$ cat src/rtl/alu_seq.sv
// ---------------------------------------------------------------------------
// alu_seq: registered ALU with iterative unsigned multiply / divide.
//
// Single-cycle ops finish at the accept edge. multu/divu run WIDTH
// shift-add / restoring-division iterations and present {hi_out, alu_out}.
// A result is flagged by a one-cycle out_valid pulse. Between pulses the
// result outputs hold their values.
//
// Ports:
//   clk          system clock, rising edge
//   rst_n        asynchronous active-low reset
//   in_valid     operation request
//   in_ready     block can accept a request this cycle
//   alu_ctrl     operation select (4 bits)
//   input_a      operand A (WIDTH)
//   input_b      operand B (WIDTH)
//   shamt        shift amount (SHAMT_W)
//   out_valid    one-cycle pulse, result outputs updated
//   alu_out      result (LO / quotient for mul/div)
//   hi_out       HI of product or remainder; 0 for other ops
//   zero         alu_out == 0
//   overflow     signed overflow on add/sub
//   div_by_zero  divu issued with input_b == 0
// ---------------------------------------------------------------------------
module alu_seq #(
  parameter int WIDTH   = 32,
  parameter int SHAMT_W = 5
) (
  input  logic               clk,
  input  logic               rst_n,
  input  logic               in_valid,
  output logic               in_ready,
  input  logic [3:0]         alu_ctrl,
  input  logic [WIDTH-1:0]   input_a,
  input  logic [WIDTH-1:0]   input_b,
  input  logic [SHAMT_W-1:0] shamt,
  output logic               out_valid,
  output logic [WIDTH-1:0]   alu_out,
  output logic [WIDTH-1:0]   hi_out,
  output logic               zero,
  output logic               overflow,
  output logic               div_by_zero
);

  localparam logic [3:0] OP_ADD  = 4'b0000;
  localparam logic [3:0] OP_SUB  = 4'b0001;
  localparam logic [3:0] OP_NOT  = 4'b0010;
  localparam logic [3:0] OP_SLL  = 4'b0011;
  localparam logic [3:0] OP_SRL  = 4'b0100;
  localparam logic [3:0] OP_AND  = 4'b0101;
  localparam logic [3:0] OP_OR   = 4'b0110;
  localparam logic [3:0] OP_SLT  = 4'b0111;
  localparam logic [3:0] OP_SRA  = 4'b1000;
  localparam logic [3:0] OP_XOR  = 4'b1001;
  localparam logic [3:0] OP_NOR  = 4'b1010;
  localparam logic [3:0] OP_SLTU = 4'b1011;
  localparam logic [3:0] OP_MULU = 4'b1100;
  localparam logic [3:0] OP_DIVU = 4'b1101;

  localparam logic [SHAMT_W-1:0] LAST_ITER = SHAMT_W'(WIDTH - 1);

  typedef enum logic [1:0] {IDLE, MUL, DIV, DONE} state_t;

  state_t             state;
  logic [WIDTH-1:0]   operand;   // multiplicand (A) or divisor (B)
  logic [WIDTH-1:0]   acc_hi;    // partial product high / remainder
  logic [WIDTH-1:0]   acc_lo;    // multiplier bits / dividend-quotient
  logic [SHAMT_W-1:0] cnt;

  // DONE is the result cycle of a multi-cycle op; it can accept like IDLE.
  assign in_ready = (state == IDLE) || (state == DONE);

  // ---------------- single-cycle datapath ----------------
  logic [WIDTH-1:0] sum, diff;
  logic [WIDTH-1:0] sc_lo, sc_hi;
  logic             sc_ovf, sc_dbz;

  assign sum  = input_a + input_b;
  assign diff = input_a - input_b;

  always_comb begin
    sc_lo  = '0;
    sc_hi  = '0;
    sc_ovf = 1'b0;
    sc_dbz = 1'b0;
    case (alu_ctrl)
      OP_ADD: begin
        sc_lo  = sum;
        // Same-sign operands producing a different-sign sum.
        sc_ovf = (input_a[WIDTH-1] == input_b[WIDTH-1]) &&
                 (sum[WIDTH-1] != input_a[WIDTH-1]);
      end
      OP_SUB: begin
        sc_lo  = diff;
        sc_ovf = (input_a[WIDTH-1] != input_b[WIDTH-1]) &&
                 (diff[WIDTH-1] != input_a[WIDTH-1]);
      end
      OP_NOT:  sc_lo = ~input_a;
      OP_SLL:  sc_lo = input_a << shamt;
      OP_SRL:  sc_lo = input_a >> shamt;
      OP_AND:  sc_lo = input_a & input_b;
      OP_OR:   sc_lo = input_a | input_b;
      OP_SLT:  sc_lo = {{(WIDTH-1){1'b0}}, ($signed(input_a) < $signed(input_b))};
      OP_SRA:  sc_lo = $signed(input_a) >>> shamt;
      OP_XOR:  sc_lo = input_a ^ input_b;
      OP_NOR:  sc_lo = ~(input_a | input_b);
      OP_SLTU: sc_lo = {{(WIDTH-1){1'b0}}, (input_a < input_b)};
      OP_DIVU: begin
        // Only reaches here with input_b == 0; nonzero divisors iterate.
        sc_lo  = '1;
        sc_hi  = input_a;
        sc_dbz = 1'b1;
      end
      default: sc_lo = '0;
    endcase
  end

  // ---------------- one multiply / divide iteration ----------------
  logic [WIDTH:0]   mul_sum;
  logic [WIDTH-1:0] mul_hi_next, mul_lo_next;
  logic [WIDTH:0]   div_shift, div_diff;
  logic             div_ge;
  logic [WIDTH-1:0] div_hi_next, div_lo_next;

  always_comb begin
    // Shift-add: add multiplicand when the current multiplier LSB is set,
    // then shift the {carry, hi, lo} triple right by one.
    mul_sum     = {1'b0, acc_hi} + (acc_lo[0] ? {1'b0, operand} : {(WIDTH+1){1'b0}});
    mul_hi_next = mul_sum[WIDTH:1];
    mul_lo_next = {mul_sum[0], acc_lo[WIDTH-1:1]};

    // Restoring division: bring the next dividend bit into the remainder,
    // subtract the divisor if it fits and shift in the quotient bit.
    div_shift   = {acc_hi, acc_lo[WIDTH-1]};
    div_diff    = div_shift - {1'b0, operand};
    div_ge      = (div_shift >= {1'b0, operand});
    div_hi_next = div_ge ? div_diff[WIDTH-1:0] : div_shift[WIDTH-1:0];
    div_lo_next = {acc_lo[WIDTH-2:0], div_ge};
  end

  // ---------------- control FSM and result registers ----------------
  always_ff @(posedge clk or negedge rst_n) begin
    if (!rst_n) begin
      state       <= IDLE;
      operand     <= '0;
      acc_hi      <= '0;
      acc_lo      <= '0;
      cnt         <= '0;
      out_valid   <= 1'b0;
      alu_out     <= '0;
      hi_out      <= '0;
      zero        <= 1'b0;
      overflow    <= 1'b0;
      div_by_zero <= 1'b0;
    end else begin
      out_valid <= 1'b0;
      case (state)
        IDLE, DONE: begin
          state <= IDLE;
          if (in_valid) begin
            if (alu_ctrl == OP_MULU) begin
              operand <= input_a;
              acc_hi  <= '0;
              acc_lo  <= input_b;
              cnt     <= '0;
              state   <= MUL;
            end else if ((alu_ctrl == OP_DIVU) && (input_b != '0)) begin
              operand <= input_b;
              acc_hi  <= '0;
              acc_lo  <= input_a;
              cnt     <= '0;
              state   <= DIV;
            end else begin
              alu_out     <= sc_lo;
              hi_out      <= sc_hi;
              zero        <= (sc_lo == '0);
              overflow    <= sc_ovf;
              div_by_zero <= sc_dbz;
              out_valid   <= 1'b1;
            end
          end
        end
        MUL: begin
          acc_hi <= mul_hi_next;
          acc_lo <= mul_lo_next;
          cnt    <= cnt + SHAMT_W'(1);
          if (cnt == LAST_ITER) begin
            alu_out     <= mul_lo_next;
            hi_out      <= mul_hi_next;
            zero        <= (mul_lo_next == '0);
            overflow    <= 1'b0;
            div_by_zero <= 1'b0;
            out_valid   <= 1'b1;
            state       <= DONE;
          end
        end
        DIV: begin
          acc_hi <= div_hi_next;
          acc_lo <= div_lo_next;
          cnt    <= cnt + SHAMT_W'(1);
          if (cnt == LAST_ITER) begin
            alu_out     <= div_lo_next;
            hi_out      <= div_hi_next;
            zero        <= (div_lo_next == '0);
            overflow    <= 1'b0;
            div_by_zero <= 1'b0;
            out_valid   <= 1'b1;
            state       <= DONE;
          end
        end
        default: state <= IDLE;
      endcase
    end
  end

endmodule

$ cat config.mk
export PLATFORM = sky130hd
export DESIGN_NAME = alu_seq
export DESIGN_NICKNAME = d
export VERILOG_FILES = /design/src/rtl/alu_seq.sv
export SDC_FILE = /design/constraint.sdc
export NUM_CORES = 1
export LEC_CHECK = 0
export CAP_MARGIN = 10
export CORE_MARGIN = 5
export CORE_UTILIZATION = 45
export DETAILED_ROUTE_END_ITERATION = 7
export HOLD_SLACK_MARGIN = 0.08
export SYNTH_ARGS = -nofsm -noshare
export SYNTH_HDL_FRONTEND = slang
export SYNTH_SLANG_ARGS = --single-unit
$ cat constraint.sdc
create_clock -name clk -period 10.74 [get_ports clk]
set_clock_uncertainty 0.1 [all_clocks]
set_input_delay 3.222 -clock clk [delete_from_list [all_inputs] [get_ports clk]]
set_output_delay 3.222 -clock clk [all_outputs]
set_load 0.01 [all_outputs]
==> results.json, run 1 <==
{
  "run_status": "complete, but fails checks",
  "violations": "design-rule violations",
  "wl_per_cell_um": 33.7,
  "drive_gt1_frac": 0.0742,
  "setup_viol": 0,
  "grt_pass1_wl_um": 185000,
  "vias": 28500,
  "post_cts.repair.setup_buffers": 0,
  "cts_root_buffer": "clkbuf_16",
  "seq_area_frac_synth": 0.181,
  "synth-main-ff-cell": "dfrtp_1",
  "worstPathRequired_ps": 11060,
  "worst_setup_path_start_kind": "input port",
  "timing.final.crit_share": 0.791,
  "peakVddDrop_v": 0.000123,
  "ys_seq_elements": 171,
  "power_density_nw_per_um2": 121,
  "coreArea_um2": 52300,
  "worst_skew_pair.late_latency_ps": 510,
  "final_nets": 3435,
  "drc": 19,
  "routed_wl_um": 131000,
  "switching_share": 0.473,
  "min_path_type": "register to register",
  "finalMaxSlewViolations": 0,
  "portBuffers": 144,
  "hold_viol_final": 0,
  "synthTopCellsByArea": "dfrtp_1 18%, ha_1 9.3%, a21oi_1 6.5%",
  "ctsHoldBuffers": 0,
  "cts_tree": "done",
  "vias_per_cell": 7.32,
  "grt-ovfl-total": 0,
  "crit_path_end_kind": "register",
  "cts_buffer_depth": 2,
  "synth_edf_count": 0,
  "cts_sinks": 171,
  "drt_iter0_markers": 4958,
  "ioPinCount": 145,
  "worst_slew_pin_slew_ps": 1240,
  "rr_startpoint": "operand[6]",
  "hold_depth": 1,
  "path_clk_slew_ps": 90,
  "synth_top_area_frac": 0.181,
  "die_area_um2": 57200,
  "synth_cell_types": 92,
  "crit_type": "input port to register",
  "grt_max_degree": 99,
  "crit_start": "input_a[0]",
  "rr_worst_depth": 13,
  "grt_use_total": 0.437,
  "synth.cell_area_um2": 23600,
  "avgSynthCellArea_um2": 7.39,
  "power_frac_comb": 0.489,
  "firstDrtPassIters": 8,
  "whs_ps": 384,
  "seqPwrFrac": 0.288,
  "power_switching_mw": 1.49,
  "clock.fmax_mhz": 118,
  "die_w_um": 239,
  "synthArstFlopShare": 1.00,
  "post-dp-hpwl_um": 97900,
  "leakage_nw": 11.5,
  "rsz0062_at_grt": "false",
  "synth.net_count": 3452,
  "worstPathMaxFanout": 13,
  "power_mw": 3.15,
  "synth_cells": 3197,
  "cts_made_buffers": 17,
  "period_needed_ps": 8500,
  "crit_arrival_ps": 8820,
  "slew_headroom": 0.169,
  "grt_pass1_vias": 26000,
  "antenna_found_initial": 14,
  "area_growth_pct": 10.2,
  "tns_ps": 0,
  "die_h_um": 239,
  "clock_power_share": 0.223,
  "hold_path_startpoint": "alu_out[15]",
  "cap_violations": 0,
  "post_cts_resized": 0,
  "htree_levels": 4,
  "start_util": 0.452,
  "place.gp.congestion": 1.14,
  "fp-row-count": 84,
  "p_int_mw": 1.66,
  "yosysWarnings": 0,
  "postRouteAntennaNets": 0,
  "synth.largest_area_cell": "dfrtp_1"
}
synthesized netlist by cell type, drive strengths merged, types with 86 or more instances:
cell,n
a21o,86
a21oi,309
buf,111
clkbuf,149
dfrtp,171
ha,175
inv,158
mux2i,104
nand2,352
nor2,328
o21ai,170
power by group through the flow:
| stage | clock network (mW) | registers (mW) | logic [mW] |
|---|---|---|---|
| final | 0.705 | 0.907 | 1.54 |
| after global routing | 0.724 | 0.916 | 1.62 |
| after CTS | 0.705 | 0.899 | 1.48 |
| after detailed placement | 0 | 0.910 | 1.47 |
| after global placement | 0 | 0.906 | 1.46 |
| after floorplan | 0 | 0.880 | 0.887 |
cell type report:
type | instances | area, µm²
Clock buffer | 17 | 425
Multi-Input combinational cell | 2607 | 17600
Clock inverter | 15 | 198
Timing Repair Buffer | 224 | 2010
Inverter | 159 | 597
Sequential cell | 171 | 4280
Antenna cell | 7 | 17.5
Tap cell | 688 | 861
Fill cell | 5225 | 26300
per-layer routing:
layer  share of wire  wire length, µm  vias up  track usage
li1                -                -    11800            -
met1            0.38            49500    13700        0.570
met2            0.41            53300     2314        0.631
met3            0.13            17000      578        0.132
met4           0.085            11200       12        0.274
met5         0.00061               80        -            0
state kept, by name, indices dropped and copies added, names as in the netlist, 2 cells and up:
name and count:
alu_out 32, state 2, acc_lo 32, operand 32, hi_out 32, acc_hi 32, cnt 5
cells in the final DEF, fill, tap and decap left out, types with 14 or more instances in the layout:
master / n
o31ai_1: 27
buf_4: 82
nor2b_1: 35
o21a_1: 18
a22oi_1: 32
nand4_1: 31
and3_1: 22
a221o_1: 15
mux2i_1: 103
a211o_1: 14
o21ai_0: 162
nor3_1: 54
o211ai_1: 51
o21bai_1: 17
a21o_1: 86
xnor2_1: 42
o22ai_1: 44
ha_1: 174
mux2_2: 23
and2_1: 14
inv_1: 154
o221ai_1: 16
mux4_2: 39
a21oi_1: 308
or3_1: 21
nor2_1: 326
dfrtp_1: 171
xor2_1: 28
nand3_1: 64
nor4_1: 44
a2111oi_0: 14
a221oi_1: 56
nand2b_1: 32
a211oi_1: 62
clkdlybuf4s50_1: 135
a31oi_1: 65
clkbuf_16: 17
nand2_1: 351
final timing paths:
check	endpoint	slack [ps]
max	zero	2240
min	alu_out[15]	380
max reg2reg	hi_out[20]	6050
min reg2reg	alu_out[15]	380
max in group asynchronous	cnt[3]	6150
min in group asynchronous	operand[14]	2760
worst max-delay path, cell delays in order:
cell             delay, ps
clkdlybuf4s50_1       1050
inv_1                  240
ha_1                   310
fa_1                   420
o21bai_1               350
a211oi_1               200
o21ai_1                480
a21oi_1                140
nor3_1                 200
nor2_1                 180
a2111oi_1              950
buf_4                  320
nand4b_1               100
nor4_1                 370
nand4_1                130
o21ai_1                150
cell families after synthesis:
| kind of cell | share of synthesized area |
|---|---|
| AOI/OAI and AO/OA | 0.318 |
| adders and majority gates | 0.0960 |
| muxes | 0.0928 |
| buffers and inverters | 0.0770 |
| and+or+nand+nor | 0.209 |
| DFF | 0.181 |
| xor gates and xnor gates | 0.0259 |
metrics by stage:
step	cell area, µm²	utilization	worst slack (ps)	instances
global placement	25400	0.485	2130	3847
CTS	26000	0.497	2590	3879
floorplan	23600	-	4150	3197
finish	26000	0.497	2240	3888
detailed placement	25400	0.485	2060	3847
global route	26000	0.497	2220	3883
(Power assumes the default switching activity.)
==> run 2, diff against run 1 <==
- clock period: 10.74 -> 8.01 ns (I/O delays scaled with it)
==> results.json, run 2 (synthesis gave the netlist of run 1 again) <==
{
  "drive_gt1_frac": 0.0965,
  "min_to": "alu_out[14]",
  "timing.final.crit_share": 0.876,
  "min_path_type": "register to register",
  "run_status": "complete, no violations",
  "multi_input_area_um2": 17600,
  "final_cell_mix": "351 x nand2_1, 326 x nor2_1, 308 x a21oi_1",
  "grt_pass1_vias": 26700,
  "cap_violations": 0,
  "hold_viol_final": 0,
  "worst_setup_path_start_kind": "input port",
  "cts_made_buffers": 17,
  "path_cells": "clkdlybuf4s50_1 > inv_1 > ha_1 > nand3_1 > a2111oi_0 > a21oi_1 > a2111oi_1 > buf_4 > a21oi_1 > and2_1 > a2111oi_0 > nand2b_1 > and3_1 > a21oi_1 > mux2_2",
  "post-dp-hpwl_um": 103000,
  "ctsHoldBuffers": 0,
  "hold_depth": 1,
  "path_depth": 15,
  "vias_per_cell": 7.31,
  "fillerInstances": 5072,
  "tns_ps": 0,
  "post_cts.repair.setup_buffers": 0,
  "p_int_mw": 2.23,
  "leakage_nw": 11.9,
  "cpPeakStageDelay_ps": 900,
  "firstDrtPassIters": 6,
  "setup_viol": 0,
  "rr_worst_depth": 7,
  "routed_wl_um": 136000,
  "portBuffers": 144,
  "cts_buffer_depth": 2,
  "clock.fmax_mhz": 143,
  "r2r_slack_ps": 3120,
  "die_h_um": 239,
  "place.gp.congestion": 1.10,
  "worst_slew_pin_slew_ps": 1300,
  "hold_path_startpoint": "alu_out[14]",
  "die_area_um2": 57200,
  "ioPinCount": 145,
  "final_area_um2": 26700,
  "grt_use_total": 0.453,
  "drc": 0,
  "start_util": 0.452,
  "grt_max_degree": 85,
  "rr_startpoint": "state[0]",
  "worstPathRequired_ps": 8270,
  "timing.critical_path.mode_cell": "a21oi_1",
  "post_cts_resized": 0,
  "drt_iter0_markers": 4661,
  "power_density_nw_per_um2": 158,
  "crit_buf_inv": 3,
  "cts_sinks": 171,
  "grt_pass1_wl_um": 192000,
  "coreArea_um2": 52300,
  "worst_skew_pair.late_latency_ps": 490,
  "htree_levels": 4,
  "rsz0062_at_grt": "false",
  "rr_endpoint": "hi_out[2]",
  "antenna_found_initial": 6,
  "cts_root_buffer": "clkbuf_16",
  "seqPwrFrac": 0.290,
  "slowest_stage": "clkdlybuf4s50_1",
  "dpl_cell_area_um2": 26100,
  "die_w_um": 239,
  "final_common_cell": "nand2_1",
  "peakVddDrop_v": 0.000165,
  "area_growth_pct": 12.8,
  "clock_power_share": 0.203,
  "fp-row-count": 84,
  "wl_per_cell_um": 34.1,
  "crit_type": "input port to register",
  "final-seq-area_um2": 4280,
  "cts_tree": "done",
  "postRouteAntennaNets": 0,
  "crit_path_end_kind": "register",
  "final_nets": 3516,
  "path_clk_slew_ps": 80,
  "worstPathMaxFanout": 11,
  "power_switching_mw": 1.98,
  "switching_share": 0.471,
  "slew_headroom": 0.131,
  "grt-ovfl-total": 0,
  "crit_arrival_ps": 7280,
  "period_needed_ps": 7010,
  "critPathTopFamily": "compound AO/OA/AOI/OAI gates",
  "power_mw": 4.21,
  "power_frac_comb": 0.507,
  "finalMaxSlewViolations": 0,
  "vias": 29100
}
-- run 2: through the flow --
stage | util | hold WS, ps | setup WS (ps) | instances
floorplan | - | 376 | 2240 | 3197
finish | 0.509 | 382 | 996 | 3974
global route | 0.509 | 403 | 765 | 3962
CTS | 0.509 | 386 | 1280 | 3962
detailed placement | 0.498 | 369 | 789 | 3930
global placement | 0.498 | 361 | 619 | 3929
-- run 2: cell type report --
type | instances | area share
Tap cell | 688 | 0.0323
Sequential cell | 171 | 0.161
Inverter | 159 | 0.0224
Clock inverter | 14 | 0.00512
Multi-Input combinational cell | 2607 | 0.662
Clock buffer | 18 | 0.0165
Timing Repair Buffer | 305 | 0.100
Antenna cell | 12 | 0.00113
-- run 2: power by group through the flow --
stage / sequential (mW) / combinational (mW) / clock, mW
2_1_floorplan: 1.18 / 1.19 / 0
3_3_place_gp: 1.21 / 2.01 / 0
3_5_place_dp: 1.22 / 2.04 / 0
4_1_cts: 1.21 / 2.05 / 0.850
5_1_grt: 1.23 / 2.23 / 0.885
6_report: 1.22 / 2.14 / 0.856
-- run 2: worst max path at each step --
| stage | startpoint | to | slack [ps] |
|---|---|---|---|
| 3_3_place_gp | input_b[0] | zero | 620 |
| 5_1_grt | input_b[9] | alu_out[29] | 770 |
| 6_report | input_b[9] | alu_out[29] | 1000 |
| 2_1_floorplan | input_a[8] | alu_out[29] | 2240 |
| 3_5_place_dp | input_b[9] | alu_out[29] | 790 |
| 4_1_cts | input_b[9] | alu_out[29] | 1280 |
-- run 2: per-layer routing --
metal,GRT usage,vias up,share of wire
met4,0.298,10,0.086
met1,0.584,13900,0.37
met3,0.149,646,0.13
met5,0,-,0.00049
li1,-,12000,-
met2,0.648,2445,0.41
